File: src/rtl/cordic_vector_iter.sv
// cordic_vector_iter
// ------------------
// Iterative vectoring-mode CORDIC. It converts a Cartesian sample (x, y) into
// magnitude and phase, with one micro-rotation per clock on a single shared
// datapath. The arctangent constants are the same 13 used by the
// rotation-mode pipeline.
//
// Build option:
//   CORDIC_GAIN_COMP_EN  - when defined, adds a COMP state. That state scales
//                          the final x by 0x26DD/2^14 (about 0.60724) so that
//                          mag_out is close to the true magnitude. When
//                          undefined, mag_out is the raw CORDIC x, which is
//                          about 1.64676 times the magnitude.
//
// Ports:
//   clk        clock
//   reset      synchronous, active-low reset
//   in_valid   x_in/y_in valid        in_ready   block can accept a sample
//   x_in       signed x (WIDTH)        y_in       signed y (WIDTH)
//   out_valid  result valid            out_ready  consumer accepts result
//   mag_out    unsigned magnitude (WIDTH+2)
//   phase_out  signed phase (WIDTH+2), LSB = 2^-14 rad, range +/-pi
//   busy       high in every state except IDLE
//
// Latency: the sample is accepted at edge T, and out_valid rises at edge
// T+ITERATIONS+1 (T+ITERATIONS+2 with compensation).

module cordic_vector_iter #(
    parameter int WIDTH      = 15,
    parameter int ITERATIONS = 13
) (
    input  logic             clk,
    input  logic             reset,
    input  logic             in_valid,
    output logic             in_ready,
    input  logic [WIDTH-1:0] x_in,
    input  logic [WIDTH-1:0] y_in,
    output logic             out_valid,
    input  logic             out_ready,
    output logic [WIDTH+1:0] mag_out,
    output logic [WIDTH+1:0] phase_out,
    output logic             busy
);

    localparam int W = WIDTH + 2;

    // k counts 0..ITERATIONS. The value ITERATIONS marks the cycle that
    // registers the finished result.
    localparam logic [3:0] K_END = 4'(ITERATIONS);

    localparam logic signed [W-1:0] HALF_PI = W'(25736);

    localparam logic [15:0] ATAN_ROM [13] = '{
        16'h3243, 16'h1DAC, 16'h0FAD, 16'h07F5, 16'h03FE, 16'h01FF, 16'h00FF,
        16'h007F, 16'h003F, 16'h001F, 16'h000F, 16'h0007, 16'h0003
    };

    typedef enum logic [1:0] {
        IDLE,
        ITER,
        COMP,
        DONE
    } state_t;

    genvar gi;

    state_t              state_reg, state_next;
    logic                in_ready_reg;
    logic signed [W-1:0] x_reg, y_reg, z_reg;
    logic [3:0]          k_reg;
    logic                zero_reg;
    logic [W-1:0]        mag_reg, phase_reg;

    logic                accept;
    logic signed [W-1:0] x_ext, y_ext;
    logic signed [W-1:0] pre_x, pre_y, pre_z;
    logic signed [W-1:0] x_sh, y_sh, e_cur;
    logic signed [W-1:0] x_rot, y_rot, z_rot;
    logic signed [W-1:0] atan_tab [ITERATIONS];

    // Arctangent table, zero-extended to the working width.
    for (gi = 0; gi < ITERATIONS; gi++) begin : g_atan
        assign atan_tab[gi] = W'(ATAN_ROM[gi]);
    end

    assign accept = in_valid && in_ready_reg;

    assign x_ext = {{2{x_in[WIDTH-1]}}, x_in};
    assign y_ext = {{2{y_in[WIDTH-1]}}, y_in};

    // Pre-rotation by +/-pi/2 brings the vector into the right half-plane.
    // The micro-rotations only converge there.
    always_comb begin
        pre_x = x_ext;
        pre_y = y_ext;
        pre_z = '0;
        if (x_ext[W-1]) begin
            if (!y_ext[W-1]) begin
                pre_x = y_ext;
                pre_y = -x_ext;
                pre_z = HALF_PI;
            end else begin
                pre_x = -y_ext;
                pre_y = x_ext;
                pre_z = -HALF_PI;
            end
        end
    end

    // One micro-rotation. Both shifts use the pre-update x and y.
    always_comb begin
        x_sh  = x_reg >>> k_reg;
        y_sh  = y_reg >>> k_reg;
        e_cur = '0;
        if (k_reg < K_END) begin
            e_cur = atan_tab[k_reg];
        end
        if (!y_reg[W-1]) begin
            x_rot = x_reg + y_sh;
            y_rot = y_reg - x_sh;
            z_rot = z_reg + e_cur;
        end else begin
            x_rot = x_reg - y_sh;
            y_rot = y_reg + x_sh;
            z_rot = z_reg - e_cur;
        end
    end

`ifdef CORDIC_GAIN_COMP_EN
    // Gain compensation: x * 0x26DD / 2^14 as a sum of truncated shifts.
    // Bit b of the constant contributes x >>> (14 - b).
    localparam logic [13:0] GAIN = 14'h26DD;

    logic signed [W-1:0] gain_term [14];
    logic signed [W-1:0] comp_sum;

    for (gi = 0; gi < 14; gi++) begin : g_gain
        if (GAIN[gi]) begin : g_on
            assign gain_term[gi] = x_reg >>> (14 - gi);
        end else begin : g_off
            assign gain_term[gi] = '0;
        end
    end

    always_comb begin
        comp_sum = '0;
        for (int i = 0; i < 14; i++) begin
            comp_sum = comp_sum + gain_term[i];
        end
    end
`endif

    // Next-state logic
    always_comb begin
        state_next = state_reg;
        case (state_reg)
            IDLE: begin
                if (accept) begin
                    state_next = ITER;
                end
            end
            ITER: begin
                if (k_reg == K_END) begin
`ifdef CORDIC_GAIN_COMP_EN
                    state_next = COMP;
`else
                    state_next = DONE;
`endif
                end
            end
            COMP: begin
                state_next = DONE;
            end
            DONE: begin
                if (out_ready) begin
                    state_next = IDLE;
                end
            end
            default: begin
                state_next = IDLE;
            end
        endcase
    end

    // State and datapath registers
    always_ff @(posedge clk) begin
        if (!reset) begin
            state_reg    <= IDLE;
            in_ready_reg <= 1'b0;
            x_reg        <= '0;
            y_reg        <= '0;
            z_reg        <= '0;
            k_reg        <= '0;
            zero_reg     <= 1'b0;
            mag_reg      <= '0;
            phase_reg    <= '0;
        end else begin
            state_reg    <= state_next;
            in_ready_reg <= (state_next == IDLE);
            case (state_reg)
                IDLE: begin
                    if (accept) begin
                        x_reg    <= pre_x;
                        y_reg    <= pre_y;
                        z_reg    <= pre_z;
                        k_reg    <= '0;
                        // The zero input has no defined angle. Remember it so
                        // that the result can be forced to 0/0.
                        zero_reg <= (x_in == '0) && (y_in == '0);
                    end
                end
                ITER: begin
                    if (k_reg != K_END) begin
                        x_reg <= x_rot;
                        y_reg <= y_rot;
                        z_reg <= z_rot;
                        k_reg <= k_reg + 4'd1;
                    end else begin
`ifndef CORDIC_GAIN_COMP_EN
                        mag_reg   <= zero_reg ? '0 : x_reg;
                        phase_reg <= zero_reg ? '0 : z_reg;
`endif
                    end
                end
                COMP: begin
`ifdef CORDIC_GAIN_COMP_EN
                    mag_reg   <= zero_reg ? '0 : comp_sum;
                    phase_reg <= zero_reg ? '0 : z_reg;
`endif
                end
                default: begin
                end
            endcase
        end
    end

    assign in_ready  = in_ready_reg;
    assign out_valid = (state_reg == DONE);
    assign busy      = (state_reg != IDLE);
    assign mag_out   = mag_reg;
    assign phase_out = phase_reg;

endmodule

File: config.mk
export PLATFORM = sky130hd
export DESIGN_NAME = cordic_vector_iter
export DESIGN_NICKNAME = d
export VERILOG_FILES = /design/src/rtl/cordic_vector_iter.sv
export SDC_FILE = /design/constraint.sdc
export NUM_CORES = 1
export LEC_CHECK = 0
export BUFFER_PORTS_ARGS = -buffer_cell sky130_fd_sc_hd__buf_4
export CORE_MARGIN = 2
export CORE_UTILIZATION = 30
export CTS_CLUSTER_DIAMETER = 150
export CTS_CLUSTER_SIZE = 25
export DETAILED_ROUTE_END_ITERATION = 8
export PLACE_DENSITY = 0.44
export SYNTH_ARGS = -nofsm -noshare
export SYNTH_HDL_FRONTEND = slang
export SYNTH_SLANG_ARGS = --single-unit
File: constraint.sdc
create_clock -name clk -period 4.8 [get_ports clk]
set_input_delay 0.48 -clock clk [delete_from_list [all_inputs] [get_ports clk]]
set_output_delay 0.48 -clock clk [all_outputs]
set_load 0.01 [all_outputs]
==> results_dict.tcl, run 1 <==
set metrics [dict create \
    critPathSlowestCell "mux4_2" \
    crit_path_end_kind "flip-flop" \
    crit_buf_inv 1 \
    die_area_um2 32600 \
    drtIter0Drc 649 \
    drc 0 \
    grt_use_met1_pct 28.8 \
    critPathLaunchType "flip-flop" \
    ant_nets 0 \
    peakVddDrop_uv 189 \
    hp-class "in2reg" \
    reg2reg_depth 17 \
    swShare_pct 44.6 \
    multiInputGateArea_um2 7030 \
    grt_pass1_vias 8529 \
    rows 64 \
    ys_warn_count 0 \
    clk_latency_ns 0.37 \
    cts.clk_slew.worst_paths_ns 0.08 \
    fmax_mhz 219 \
    wl_um 33200 \
    cts_tree "done" \
    worst_pin_slew_ns 0.972 \
    grt_overflow 0 \
    setup_violations 0 \
    antenna_cells 0 \
    power.share.sequential_pct 22.9 \
    stdcell_count 1679 \
    synthCells 1230 \
    drt_first_pass_iters 6 \
    relSlewSlack_pct 35.1 \
    power.switching_uw 1830 \
    syn_avg_cell_area_um2 7.60 \
    finClkSkew_ns 0.0189 \
    fill_cells 3346 \
    placed_cell_area_um2 10400 \
    synth.distinct_cells 75 \
    grtUsageTotal_pct 20.0 \
    die_w_um 180 \
    cp.arrival_ns 4.81 \
    fin_nets 1374 \
    pin_count 71 \
    synth_top_area_share_pct 19.9 \
    cts.path.max_buffers 2 \
    via_count 9339 \
    area_delta_synth_final_pct 15.9 \
    crit_path_max_incr_delay_ns 0.55 \
    path_max_fanout 16 \
    synth_most_common_cell "a21oi_1" \
    place.gp.congestion 0.857 \
    antenna_found_initial 0 \
    hold_viol_final 0 \
    holdPathStages 4 \
    ys_top_cells_by_count "152 x a21oi_1, 126 x nor2_1, 112 x nand2_1" \
    cp.depth 17 \
    post-route-util_pct 35.4 \
    h-tree-depth 3 \
    grt_use_met3_pct 2.55 \
    yosysTopAreaCell "dfxtp_1" \
    final_area_um2 10800 \
    clock_sinks 93 \
    grt_max_degree 62 \
    use_met2_pct 31.5 \
    netlist_area_um2 9340 \
    grt_pass1_wl_um 51100 \
    synth_edf_count 0 \
    async_flop_share_pct 0 \
    cts_root_buf "clkbuf_16" \
    required_ns 5.05 \
    cts_made_buffers 9 \
    status "finished clean" \
    busiest_layer "met2" \
    finalSetupTns_ns 0 \
    ys_seq_elements 93 \
    yosysSeqAreaShare_pct 19.9 \
    hold_ws_ns 0.385 \
    critPathKind "reg2reg" \
    hpwl_um 25100 \
    dp_cells 1658 \
    register_area_um2 1870 \
    ys.flop_type "dfxtp_1" \
    rsz0062_at_grt "true" \
    drv_cap 0 \
    initial_utilization_pct 30.5 \
    wl_per_cell_um 19.7 \
    slew_viol_final 0 \
    cpLargestDelayFamily "compound AO/OA/AOI/OAI gates" \
    synth_fp_nets 1326 \
    synth.area.top_cells "dfxtp_1 20%, a21oi_1 8.1%, ha_1 7.9%" \
    period_needed_ns 4.56 \
    core_um2 30600 \
    final.period_utilization_pct 95.0 \
    cp_cell_sequence "buf_12 -> mux4_2 -> mux4_2 -> a211oi_2 -> and3_1 -> nor2_1 -> xnor2_1 -> ha_1 -> a21oi_1 -> o21ai_0 -> o311ai_2 -> a31oi_2 -> o31ai_2 -> a21oi_1 -> xnor2_1 -> a2bb2oi_1 -> mux2i_1" \
    viasPerCell 5.56 \
    power_density_nw_per_um2 378 \
    p_clk_share_pct 19.9 \
    intPower_uw 2260 \
    port_buffers 70 \
    p_leak_uw 0.00426 \
    drive_gt1_share_pct 16.7 \
    comb_power_share_pct 57.2 \
    die_h_um 180 \
]
per-layer routing:
layer / routed length (um) / vias to the layer above
met4: 591 / 0
met5: 0 / -
met1: 16100 / 4491
li1: - / 4589
met3: 1620 / 24
met2: 14900 / 235
power groups by stage:
stage | registers [uW] | logic, uW | clock network (uW)
after global routing | 945 | 2590 | 867
after global placement | 954 | 2290 | 0
final | 937 | 2340 | 814
after detailed placement | 953 | 2280 | 0
after floorplan | 905 | 1710 | 0
after CTS | 936 | 2300 | 838
placed cells by master, fill, tap and decap left out, drive strengths merged, types with 7 or more instances in the layout:
| cell | count |
|---|---|
| a21o | 13 |
| a211oi | 43 |
| nand3b | 30 |
| mux4 | 32 |
| nand2b | 14 |
| buf | 123 |
| nand2 | 112 |
| or2 | 9 |
| xor2 | 27 |
| nor2 | 126 |
| o21a | 11 |
| clkbuf | 9 |
| mux2i | 23 |
| nand3 | 20 |
| and3 | 9 |
| xnor2 | 57 |
| o21ai | 83 |
| or3 | 16 |
| a21oi | 152 |
| dfxtp | 93 |
| a31oi | 21 |
| o22ai | 9 |
| nand4 | 7 |
| nor2b | 13 |
| nor3 | 33 |
| o211ai | 9 |
| inv | 40 |
| ha | 59 |
path summary, 6_finish.rpt:
check	from	to	slack, ns
worst max-delay path	k_reg[0]$_SDFFE_PN0P_	x_reg[16]$_SDFFE_PN0P_	0.24
worst min-delay path	out_ready	state_reg[1]$_SDFF_PN0_	0.38
worst max register to register	k_reg[0]$_SDFFE_PN0P_	x_reg[16]$_SDFFE_PN0P_	0.24
worst min register to register	mag_out[9]$_SDFFE_PN0P_	mag_out[9]$_SDFFE_PN0P_	0.45
tightest hold or removal path, stage by stage:
cell	delay, ns
buf_4	0.08
nand2_1	0.04
nand2_1	0.05
a21oi_1	0.05
layout make-up:
type	instances	share of cell area [%]
Tap cell	396	4.58
Clock inverter	7	0.901
Sequential cell	93	17.3
Inverter	38	1.32
Clock buffer	9	2.08
Timing Repair Buffer	123	8.99
Multi-Input combinational cell	1013	64.9
timing repair:
item                       CTS  global route
setup endpoints to repair    0             8
hold buffers                 0             0
buffers inserted             0             5
gates resized for setup      0            12
metrics by stage:
stage / power (uW) / setup WS [ns]
2_1_floorplan: 2610 / 0.408
3_3_place_gp: 3240 / 0.146
3_5_place_dp: 3240 / 0.0475
4_1_cts: 4080 / 0.0221
5_1_grt: 4410 / -0.0260
6_report: 4090 / 0.238
cell families (layout without fill, tap and decap cells):
group | Yosys count | after routing | synth area share (%)
and+or+nand+nor | 411 | 411 | 21.3
buffers and inverters | 124 | 177 | 5.50
muxes | 61 | 61 | 11.0
AOI/OAI and AO/OA | 395 | 395 | 25.8
xor gates and xnor gates | 84 | 84 | 7.87
adders and majority gates | 62 | 62 | 8.54
DFF | 93 | 93 | 19.9
(Power assumes the default switching activity.)
==> inputs of run 2 (changes only) <==
--- a/config.mk
+++ b/config.mk
@@ -11,6 +11,7 @@
 export CTS_CLUSTER_DIAMETER = 150
 export CTS_CLUSTER_SIZE = 25
 export DETAILED_ROUTE_END_ITERATION = 8
+export GPL_TIMING_DRIVEN = 0
 export PLACE_DENSITY = 0.44
 export SYNTH_ARGS = -nofsm -noshare
 export SYNTH_HDL_FRONTEND = slang
==> results_dict.tcl, run 2 (same netlist as run 1, synthesis figures left out) <==
set metrics [dict create \
    status "finished clean" \
    power_density_nw_per_um2 391 \
    crit_path_max_incr_delay_ns 0.40 \
    critPathLaunchType "flip-flop" \
    relSlewSlack_pct 34.7 \
    drive_gt1_share_pct 18.8 \
    grt_overflow 0 \
    fmax_mhz 215 \
    p_leak_uw 0.00429 \
    final_area_um2 11200 \
    required_ns 5.02 \
    hp-class "in2reg" \
    hpwl_um 30600 \
    drt_first_pass_iters 6 \
    worst_pin_slew_ns 0.976 \
    die_h_um 180 \
    antenna_found_initial 0 \
    fin_nets 1423 \
    pin_count 71 \
    grtUsageTotal_pct 23.4 \
    setup_violations 0 \
    intPower_uw 2360 \
    rows 64 \
    p_clk_share_pct 18.2 \
    viasPerCell 5.72 \
    place.gp.congestion 0.910 \
    comb_power_share_pct 59.8 \
    period_needed_ns 4.65 \
    power.switching_uw 2030 \
    place_ws_ns -1.04 \
    cp_cell_sequence "clkbuf_2 -> clkbuf_4 -> mux4_2 -> mux2i_2 -> nand2_1 -> o21ai_2 -> ha_2 -> and2_4 -> nor3b_4 -> a21oi_1 -> xor2_1 -> ha_1 -> and3_1 -> a211oi_2 -> buf_4 -> o21ai_2 -> a21o_1 -> a21oi_2 -> xor2_2 -> o22ai_1" \
    final.period_utilization_pct 96.9 \
    worst_slack_ns 0.146 \
    final_cell_mix "138 x a21oi_1, 123 x nor2_1, 112 x nand2_1" \
    cts.clk_slew.worst_paths_ns 0.08 \
    finalSetupTns_ns 0 \
    drv_cap 0 \
    die_area_um2 32600 \
    critPathKind "reg2reg" \
    crit_buf_inv 3 \
    swShare_pct 46.2 \
    cts_tree "done" \
    core_um2 30600 \
    finClkSkew_ns 0.0148 \
    wl_um 39100 \
    cpLargestDelayFamily "compound AO/OA/AOI/OAI gates" \
    clock_sinks 93 \
    placed_cell_area_um2 10400 \
    path_common_cell "o21ai_2" \
    wl_per_cell_um 22.6 \
    power.share.sequential_pct 22.0 \
    ant_nets 0 \
    grt_pass1_vias 9282 \
    antenna_cells 0 \
    path_max_fanout 10 \
    cts_root_buf "clkbuf_16" \
    cts.path.max_buffers 2 \
    peakVddDrop_uv 205 \
    via_count 9883 \
    cp.arrival_ns 4.87 \
    drc 0 \
    grt_pass1_wl_um 58800 \
    clk_latency_ns 0.37 \
    initial_utilization_pct 30.5 \
    critPathSlowestCell "dfxtp_1" \
    cts_made_buffers 9 \
    grt_max_degree 19 \
    crit_path_end_kind "flip-flop" \
    port_buffers 69 \
    slew_viol_final 0 \
    h-tree-depth 3 \
    hold_viol_final 0 \
    die_w_um 180 \
    area_delta_synth_final_pct 20.2 \
    layout_commonest_cell "a21oi_1" \
    fill_cells 3321 \
    drtIter0Drc 780 \
]
-- run 2: cell types whose count changed in the layout (fill, tap and decap cells not counted), moves of 7 or more --
cell      previous run  this run
o21ai_0             81        74
a21oi_2              1        12
mux2i_1             23        16
a21oi_1            151       138
buf_4              119        87
clkbuf_1             0        51
clkbuf_2             0        10
buf_1                0        10
-- run 2: power groups by stage --
stage / sequential (uW) / clock [uW] / combinational, uW
floorplan: 905 / 0 / 1710
detailed placement: 974 / 0 / 2310
global placement: 974 / 0 / 2320
finish: 963 / 798 / 2630
global route: 968 / 846 / 2870
CTS: 957 / 826 / 2420
-- run 2: worst min-delay path: cells and delay by family --
kind,cells,cell delay [ns]
and+or+nand+nor,2,0.10
AOI/OAI and AO/OA,1,0.06
buffers and inverters,1,0.09
-- run 2: repair_timing --
| action | in CTS | in global routing |
|---|---|---|
| resized for setup | 46 | 70 |
| pin swaps | 7 | 13 |
| endpoints found under the hold margin | 0 | 0 |
| buffers inserted | 4 | 13 |
| hold buffers | 0 | 0 |
| endpoints found under the setup margin | 25 | 20 |
-- run 2: path summary, 6_finish.rpt --
check | from | to | slack [ns] | cells after the start
setup / recovery | k_reg[3]$_SDFFE_PN0P_ | y_reg[16]$_SDFFE_PN0P_ | 0.15 | 20
hold / removal | out_ready | state_reg[1]$_SDFF_PN0_ | 0.41 | 4
setup reg to reg | k_reg[3]$_SDFFE_PN0P_ | y_reg[16]$_SDFFE_PN0P_ | 0.15 | 20
hold reg to reg | mag_out[12]$_SDFFE_PN0P_ | mag_out[12]$_SDFFE_PN0P_ | 0.45 | 2
-- run 2: final cells by class --
type / instances / area [um^2] / area share (%)
Clock inverter: 7 / 87.6 / 0.780
Timing Repair Buffer: 86 / 646 / 5.75
Multi-Input combinational cell: 1013 / 7310 / 65.1
Tap cell: 396 / 495 / 4.41
Sequential cell: 93 / 1860 / 16.6
Clock buffer: 9 / 225 / 2.00
Buffer: 86 / 452 / 4.02
Inverter: 38 / 150 / 1.34
-- run 2: per-stage QoR --
stage	power, uW	hold slack, ns	utilization, %	cells
floorplan	2610	0.446	-	1230
global placement	3300	0.440	33.9	1695
detailed placement	3290	0.444	33.9	1695
CTS	4200	0.402	35.5	1715
global route	4680	0.458	36.7	1728
finish	4390	0.407	36.7	1728
-- run 2: layer usage --
| layer | routed length [um] | global-route usage (%) | vias to the layer above |
|---|---|---|---|
| met3 | 2200 | 2.71 | 49 |
| met1 | 18400 | 33.7 | 4798 |
| met2 | 17800 | 37.5 | 337 |
| met4 | 757 | 4.84 | 0 |
| li1 | - | - | 4699 |
| met5 | 0 | 0 | - |
==> inputs of run 3 (changes only) <==
--- a/config.mk
+++ b/config.mk
@@ -13,6 +13,7 @@
 export DETAILED_ROUTE_END_ITERATION = 8
 export GPL_TIMING_DRIVEN = 0
 export PLACE_DENSITY = 0.44
+export REMOVE_ABC_BUFFERS = 1
 export SYNTH_ARGS = -nofsm -noshare
 export SYNTH_HDL_FRONTEND = slang
 export SYNTH_SLANG_ARGS = --single-unit
==> results_dict.tcl, run 3 (same netlist as run 1, synthesis figures left out) <==
set metrics [dict create \
    clk_latency_ns 0.37 \
    wl_um 32400 \
    power_density_nw_per_um2 368 \
    die_area_um2 32600 \
    hpwl_um 23300 \
    cp_cell_sequence "buf_12 -> mux4_2 -> mux4_2 -> a211oi_4 -> and3_2 -> nor2_1 -> xnor2_1 -> ha_1 -> a21oi_1 -> o21ai_1 -> o311ai_2 -> a31oi_2 -> o31ai_2 -> a21oi_1 -> xnor2_1 -> a2bb2oi_1 -> mux2i_1" \
    post-route-util_pct 35.5 \
    core_um2 30600 \
    worst_pin_slew_ns 1.06 \
    finClkSkew_ns 0.0101 \
    via_count 9232 \
    grt_overflow 0 \
    grt_pass1_vias 8682 \
    cts_made_buffers 9 \
    critPathLaunchType "flip-flop" \
    fin_nets 1350 \
    place.gp.congestion 0.815 \
    grtUsageTotal_pct 19.5 \
    drv_cap 0 \
    rsz0062_at_grt "true" \
    final_cell_mix "146 x a21oi_1, 122 x nor2_1, 111 x nand2_1" \
    worst_slack_ns 0.0945 \
    crit_path_end_kind "flip-flop" \
    finalSetupTns_ns 0 \
    clock_sinks 93 \
    grt_max_degree 69 \
    cpLargestDelayFamily "compound AO/OA/AOI/OAI gates" \
    peakVddDrop_uv 177 \
    die_h_um 180 \
    ant_nets 0 \
    crit_buf_inv 1 \
    drtIter0Drc 608 \
    required_ns 5.03 \
    viasPerCell 5.58 \
    drt_first_pass_iters 5 \
    area_delta_synth_final_pct 16.2 \
    layout_commonest_cell "a21oi_1" \
    setup_violations 0 \
    hold_viol_final 0 \
    cts_tree "done" \
    place_ws_ns -2.44 \
    relSlewSlack_pct 29.1 \
    h-tree-depth 3 \
    wl_per_cell_um 19.6 \
    die_w_um 180 \
    pin_count 71 \
    grt_pass1_wl_um 50600 \
    cts.clk_slew.worst_paths_ns 0.08 \
    critPathKind "reg2reg" \
    antenna_cells 0 \
    hold_buffers 0 \
    rows 64 \
    antenna_found_initial 0 \
    status "finished clean" \
    port_buffers 70 \
    cts_root_buf "clkbuf_16" \
    p_leak_uw 0.00417 \
    slew_viol_final 0 \
    fmax_mhz 213 \
    path_max_fanout 14 \
    critPathSlowestCell "mux4_2" \
    drc 0 \
    hp-class "in2reg" \
    cts.path.max_buffers 2 \
    initial_utilization_pct 30.5 \
    period_needed_ns 4.71 \
    drive_gt1_share_pct 16.8 \
    cp.arrival_ns 4.94 \
    crit_path_max_incr_delay_ns 0.55 \
    final.period_utilization_pct 98.0 \
]
run 3: path summary, 6_finish.rpt:
kind	start	end	slack, ns	depth (start not counted)
max	k_reg[0]$_SDFFE_PN0P_	x_reg[16]$_SDFFE_PN0P_	0.09	17
min	out_ready	state_reg[1]$_SDFF_PN0_	0.38	4
max reg2reg	k_reg[0]$_SDFFE_PN0P_	x_reg[16]$_SDFFE_PN0P_	0.09	17
min reg2reg	phase_out[0]$_SDFFE_PN0P_	phase_out[0]$_SDFFE_PN0P_	0.45	2
run 3: area by class of cell:
cell class / count / area, um^2
Clock buffer: 9 / 225
Tap cell: 396 / 495
Inverter: 38 / 153
Timing Repair Buffer: 98 / 917
Sequential cell: 93 / 1880
Clock inverter: 7 / 68.8
Fill cell: 3276 / 19700
Timing Repair inverter: 1 / 7.51
Multi-Input combinational cell: 1013 / 7110
run 3: power by group:
| group | internal [uW] | switching (uW) | total, uW |
|---|---|---|---|
| logic | 1020 | 1270 | 2290 |
| registers | 831 | 119 | 949 |
| clock network | 367 | 394 | 761 |
run 3: worst register-to-register path, stage by stage, from the launching register on:
cell	delay, ns
dfxtp_4	0.43
buf_12	0.18
mux4_2	0.55
mux4_2	0.55
a211oi_4	0.23
and3_2	0.27
nor2_1	0.06
xnor2_1	0.21
ha_1	0.31
a21oi_1	0.15
o21ai_1	0.15
o311ai_2	0.42
a31oi_2	0.18
o31ai_2	0.29
a21oi_1	0.13
xnor2_1	0.19
a2bb2oi_1	0.18
mux2i_1	0.09
run 3: routing by layer:
metal  vias to the layer above  part of all wire (%)  global-route usage [%]
li1                       4542                     -                       -
met5                         -                     0                       0
met4                         0                   1.9                    5.10
met1                      4465                    46                    26.1
met2                       201                    49                    33.3
met3                        24                   4.0                    2.41
run 3: timing repair:
action,in CTS,in global routing
hold endpoints to repair,0,0
setup endpoints to repair,48,13
pin swaps,1,7
buffers inserted,2,16
resized for setup,22,22
gates cloned,3,0
run 3: metrics by stage:
stage / hold WS [ns] / std cells / total power (uW) / instance area, um^2
final: 0.385 / 1655 / 4000 / 10900
after global routing: 0.403 / 1655 / 4320 / 10900
after detailed placement: 0.444 / 1617 / 3130 / 10200
after floorplan: 0.446 / 1144 / 2580 / 8970
after CTS: 0.377 / 1638 / 3960 / 10600
after global placement: 0.439 / 1610 / 3110 / 9990
